<file path="src/rtl/alu_mul_seq.sv">
// alu_mul_seq: forms an unsigned 2*WIDTH-bit product by running the shared ALU
// through WIDTH shift-and-add steps, with a start/busy/done handshake.
//
// state | meaning
// IDLE  | waiting for start; product holds
// RUN   | one shift-and-add step per cycle through the external ALU
// DONE  | product final; done pulses for this one cycle
module alu_mul_seq #(
    parameter int WIDTH = 32
) (
    input  logic               clk,
    input  logic               rst_n,
    input  logic               start,
    input  logic               kill,
    input  logic [WIDTH-1:0]   a,
    input  logic [WIDTH-1:0]   b,
    output logic               busy,
    output logic               done,
    output logic [2*WIDTH-1:0] product,
    output logic [WIDTH-1:0]   alu_a,
    output logic [WIDTH-1:0]   alu_b,
    output logic [2:0]         alu_op,
    input  logic [WIDTH-1:0]   alu_z,
    input  logic               alu_cout
);

    localparam int CNT_W = $clog2(WIDTH) + 1;
    localparam logic [2:0] OP_AND = 3'b000;
    localparam logic [2:0] OP_ADD = 3'b010;

    typedef enum logic [1:0] {
        IDLE = 2'd0,
        RUN  = 2'd1,
        DONE = 2'd2
    } state_t;

    state_t           r_state;
    state_t           w_state_nxt;
    logic [WIDTH-1:0] r_mcand;
    logic [WIDTH-1:0] r_hi;
    logic [WIDTH-1:0] r_lo;
    logic [CNT_W-1:0] r_cnt;
    logic             w_accept;
    logic             w_last;
    logic             w_c;
    logic [WIDTH-1:0] w_s;

    assign w_accept = (r_state == IDLE) && start && !kill;
    assign w_last   = (r_cnt == CNT_W'(WIDTH - 1));

    always_ff @(posedge clk) begin
        if (!rst_n) begin
            r_state <= IDLE;
        end else begin
            r_state <= w_state_nxt;
        end
    end

    always_comb begin
        w_state_nxt = r_state;
        busy        = 1'b0;
        done        = 1'b0;
        alu_op      = OP_AND;
        case (r_state)
            IDLE: begin
                if (w_accept) w_state_nxt = RUN;
            end
            RUN: begin
                busy   = 1'b1;
                alu_op = OP_ADD;
                if (kill)        w_state_nxt = IDLE;
                else if (w_last) w_state_nxt = DONE;
            end
            DONE: begin
                done        = 1'b1;
                w_state_nxt = IDLE;
            end
            default: w_state_nxt = IDLE;
        endcase
    end

    // When the multiplier bit is 0 the partial sum is just hi; the add result is skipped.
    always_comb begin
        if (r_lo[0]) begin
            {w_c, w_s} = {alu_cout, alu_z};
        end else begin
            {w_c, w_s} = {1'b0, r_hi};
        end
    end

    always_ff @(posedge clk) begin
        if (!rst_n) begin
            r_mcand <= '0;
            r_hi    <= '0;
            r_lo    <= '0;
            r_cnt   <= '0;
        end else if (w_accept) begin
            r_mcand <= a;
            r_hi    <= '0;
            r_lo    <= b;
            r_cnt   <= '0;
        end else if ((r_state == RUN) && !kill) begin
            r_hi    <= {w_c, w_s[WIDTH-1:1]};
            r_lo    <= {w_s[0], r_lo[WIDTH-1:1]};
            r_cnt   <= r_cnt + CNT_W'(1);
        end
    end

    assign product = {r_hi, r_lo};
    assign alu_a   = r_hi;
    assign alu_b   = r_mcand;

endmodule

</file>
<file path="config.mk">
export PLATFORM = sky130hd
export DESIGN_NAME = alu_mul_seq
export DESIGN_NICKNAME = d
export VERILOG_FILES = /design/src/rtl/alu_mul_seq.sv
export SDC_FILE = /design/constraint.sdc
export NUM_CORES = 1
export LEC_CHECK = 0
export ABC_AREA = 0
export CORE_MARGIN = 8
export CORE_UTILIZATION = 40
export DETAILED_ROUTE_END_ITERATION = 16
export PLACE_DENSITY_LB_ADDON = 0.05
export SETUP_SLACK_MARGIN = 0.02
export SKIP_LAST_GASP = 1
export SYNTH_ARGS = -nofsm -noshare
export SYNTH_HDL_FRONTEND = slang
export SYNTH_SLANG_ARGS = --single-unit
</file>
<file path="constraint.sdc">
create_clock -name clk -period 1.8 [get_ports clk]
set_clock_uncertainty 0.05 [all_clocks]
set_input_delay 0.36 -clock clk [delete_from_list [all_inputs] [get_ports clk]]
set_output_delay 0.36 -clock clk [all_outputs]
set_load 0.02 [all_outputs]
</file>
* Yosys cells after proc, flatten, opt, wreduce, memory -nomap -nowiden
Cells that the tools add are included.
Operators by class: add/sub/neg operators 1, eq/ne operators 5, reduce and logical (&&, ||, !) cells 8, shift-type cells 0, div/mod/pow operators 0, $lt $le $gt $ge 0, $mul 0, muxes and demuxes 11, bitwise gates (word level) 1
Operators by type and width (number):
- two-way mux 32 bit | 3
- two-way mux 2 bit | 4
- adder 6 x 1 -> 6 bit (second input constant) | 1
- equality test 6 x 5 -> 1 bit (second input constant) | 1
- one-hot mux 2 bit (2 select lines) | 1
- logical AND 1 bit | 3
- two-way mux 1 bit | 3
- != test 3 bit (second input constant) | 1
- equality test 2 x 1 -> 1 bit (second input constant) | 1
- equality test 2 bit (second input constant) | 1
- zero test 2 bit | 1
- != test 2 bit (second input constant) | 1
- AND reduction 2 bit | 1
- nonzero test 2 bit | 1
- OR reduction 2 bit | 1
- zero test 1 bit | 1
- NOT 1 bit | 1
Storage, ports and cells: bits in read-only memories 0, word-level logic and storage cells 31, bits in registers 104, bits in latches 0, RAM bits 0, memories 0, output and inout port bits 133

* Depth between registers and ports, before layout
depth after elaboration 5, depth in mapped cells 6, mapped depth without buffers 4

* Worst setup path after synthesis
No wires, ideal clock.
path kind register to register, start register r_state[1], end register r_cnt[4], data required time 1.631 ns, buffers on the path 3, path slack 0.273 ns, arrival time 1.358 ns, cell stages (with the launch flop) 7, library setup time 0.119 ns, cells stage by stage dfxtp_1 or4b_1 buf_2 buf_6 buf_6 nand3_1 mux2i_1
On the way: cells in the longest elaborated chain, start to end 4, elaborated cells on any way between the ends 6, classes of those cells eq/ne (1); reduce/logical (5)
Ends and longest elaborated chain:
- start: declaration | RTL line 37 | state_t r_state;
- start signal: assignment | RTL line 55 | r_state <= w_state_nxt;
- zero test 2 bit | RTL line 48 | assign w_accept = (r_state == IDLE) && start && !kill;
- logical AND 1 bit (2 in a row) | RTL line 48
- OR reduction 2 bit (no source line)
- end signal: assignment | RTL line 105 | r_cnt <= r_cnt + CNT_W'(1);
- end: declaration | RTL line 42 | logic [CNT_W-1:0] r_cnt;
Parallel ways exist; a longest one is shown, timed or not. A chain may end at the register's enable or synchronous reset.

* Final worst setup path
start register r_lo[23], end output port product[23]
RTL lines:
- start: declaration | RTL line 41 | logic [WIDTH-1:0] r_lo;
- start signal: assignment | RTL line 104 | r_lo <= {w_s[0], r_lo[WIDTH-1:1]};
- end: declaration | RTL line 19 | output logic [2*WIDTH-1:0] product,
No word-level cell between the ends.

==> impl_metrics.yaml <==
run_status:
  run_status: "finished clean"
hold_path:
  worstHoldPathType: "input pin to flop"
  min_path_cells: 3
  holdCritStartpoint: "rst_n"
worst_setup_path:
  crit_path_required_time_ns: 1.39
  worst-path-max-fanout: 3
  critPathLaunch: "r_lo[23]"
  reg2regPathDepth: 4
  cp_slowest_cell: "clkdlybuf4s50_1"
  cpLargestDelayFamily: "buffers and inverters"
  cp_cell_sequence: "clkdlybuf4s50_1"
  reg_to_reg_start: "r_state[1]"
  cp_num_buf_inv: 1
  crit_type: "flop to primary output"
  cp.arrival_ns: 1.33
  worst_path_largest_cell_delay_ns: 0.63
  critical_path.startpoint_type: "flop"
  crit_cells: 1
  setup.worst_path.end_class: "primary output"
synth:
  synth-seq-cells: 104
  yosysWarnings: 0
  synthXorXnorAreaFrac_pct: 0.1901
  synth-adder-area-share_pct: 0.2716
  synthesis.area_um2: 4607
  synth_compound_area_share_pct: 21.97
  synth_top_family_by_area: "compound AO/OA/AOI/OAI gates"
  synth.mux.area_fraction_pct: 7.197
  synthesis.area_per_instance_um2: 9.087
  synth.top_cells.by_area: "dfxtp_1 (45%), a21boi_0 (9.3%), mux2i_1 (7.0%)"
  synthCells: 507
  simple_gate_area_share_of_the_yosys_netlist_pct: 14.31
  synthDominantAreaCellType: "dfxtp_1"
  synth_sequential_area_ratio_pct: 45.19
  synthDominantCellAreaShare_pct: 45.19
  synth.lib_cells_used.distinct: 34
route:
  wire_length_per_cell_um: 17.07
  drt_first_pass_iters: 4
  drt-total-wl_mm: 14.42
  vias_per_cell: 5.090
  drt_drc_violations_left: 0
  dr_total_vias: 4301
  drt-initial-drc-count: 260
  antenna_left: 0
clocking:
  number_of_clock_sinks_seen_by_cts: 104
  path_clk_slew_ns: 0.07
  ctsHoldBuffers: 0
  htree_levels: 3
  clockRootBuffer: "clkbuf_16"
  cts_tree: "built"
  clock_latency_ns: 0.34
  cts_buffer_count: 9
  clock_path_buffers: 2
layout:
  drive_above_1_share_pct: 7.275
  layout.nets: 799
  final_cell_area_excluding_filler_cells_um2: 7346
  commonest_non_fill_non_tap_cell_in_the_layout: "clkdlybuf4s50_1"
  finalNonFillerCells: 845
  most-common-layout-cells: "clkdlybuf4s50_1 (154), dfxtp_1 (103), nand2_1 (69), a21boi_0 (57), dlymetal6s2s_1 (57)"
  flow.area_growth_from_synthesis_pct: 59.45
timing:
  setup-violations-final: 0
  hold_ws_ns: 0.3160
  timing.final.max_slew_violations: 0
  final-hold-violation-count: 0
  fin_setup_tns_ns: 0
  part_of_the_cycle_the_worst_path_needs_pct: 96.40
  grt_setup_unrepaired: "false"
  max_clock_freq_mhz: 576.3
  post-route-min-period_ns: 1.735
floorplanning:
  initial_utilization_pct: 40.69
  fp-row-count: 39
  coreArea_um2: 11320
  dieArea_um2: 15210
  die_height_um: 123.3
  ios: 234
  die_x_um: 123.3
global_route:
  pin_count_of_the_biggest_net_entering_global_routing: 44
  grt_use_total_pct: 17.48
  first_global_vias: 4192
  grt_first_pass_wirelength_mm: 21.47
  grt-ovfl-total: 0
  antenna_violations_before_repair: 0
place:
  place_hpwl_mm: 10.70
  place.detailed.instances: 829
  place_area_um2: 6949
  place.port_buffers: 231
  last_weighted_congestion_value_of_the_routability_driven_placer: 0.7179
power_and_ir_drop:
  cellLeakagePower_uw: 0.003504
  power.density_nw_per_um2: 713.5
  fin_total_pwr_uw: 5241
  ir_worst_vdd_mv: 0.4227
job:
  cap_viol_max_count: 0
[cells in the mapped netlist]
master / n
dfxtp_1: 104
nand2_1: 69
a21boi_0: 57
buf_4: 38
nand3_1: 35
a22oi_1: 32
mux2i_1: 32
nor2_1: 32
a211oi_1: 31
buf_2: 19
clkbuf_1: 14
a21boi_1: 8
a21oi_1: 4
buf_1: 4
buf_6: 4
o21ai_0: 3
nand4_1: 2
nor2b_1: 2
or3_1: 2
a21oi_2: 1
conb_1: 1
ha_1: 1
inv_1: 1
mux2_2: 1
nand2_2: 1
nand3b_1: 1
nor3_1: 1
nor3b_1: 1
nor4b_1: 1
o31ai_1: 1
or3b_4: 1
or4_4: 1
or4b_1: 1
xnor2_1: 1
[tightest hold or removal path, cell delays in order]
cell and delay, ns:
buf_2 0.18, nand2_1 0.08, nor3_1 0.04
[power by group]
part	internal (µW)	switching (µW)
Clock	974	820
Sequential	2390	66.3
Combinational	535	451
Total	3900	1340
[logic make-up (layout without fill, tap and decap cells)]
group           count (synthesis)  after routing
simple gates                  150            150
compound gates                137            137
flops                         104            104
buf+inv                        80            273
mux                            33             33
fa+ha+maj                       1              1
other cells                     1              3
xor+xnor                        1              1
[path summary, 6_finish.rpt]
path	to	slack [ns]
hold reg to reg	alu_b[2]	0.40
hold / removal	r_state[1]	0.32
setup reg to reg	r_cnt[5]	0.09
setup / recovery	product[23]	0.06
[stage by stage]
stage | worst slack (ns) | utilization (%)
after floorplan | 0.2729 | -
after global placement | -0.3026 | 61.38
after detailed placement | -0.3367 | 61.38
after CTS | 0.02073 | 63.53
after global routing | 0.02022 | 64.87
final | 0.06474 | 64.89
[layout make-up]
cell class	instances	area [µm²]
multi-input cells	324	2056
clock inverters	2	16.27
inverters	1	3.754
flip-flops and latches	104	2083
repair buffers	257	2755
fillers	960	3975
well taps	143	178.9
diodes	1	2.502
clock buffers	13	250.2
[flip-flops by register name (all words and copies together) (netlist names)]
name     flops
alu_a       32
r_state      2
r_cnt        6
r_lo        32
alu_b       32
[repair_timing]
item / 4_1_cts / 5_1_grt
resized for setup: 19 / 67
hold endpoints to repair: 0 / 0
pin swaps: 0 / 1
setup endpoints to repair: 20 / 126
gates cloned: 0 / 0
setup buffers: 0 / 0
[metal layers]
metal	wire length, µm	share of wire, %	vias up	global-route usage (%)
li1	-	-	2133	-
met1	5834	40	2015	20.03
met2	6981	48	143	29.67
met3	1467	10	10	6.667
met4	136	0.94	0	5.192
met5	0	0	-	0
(Power assumes the default switching activity.)
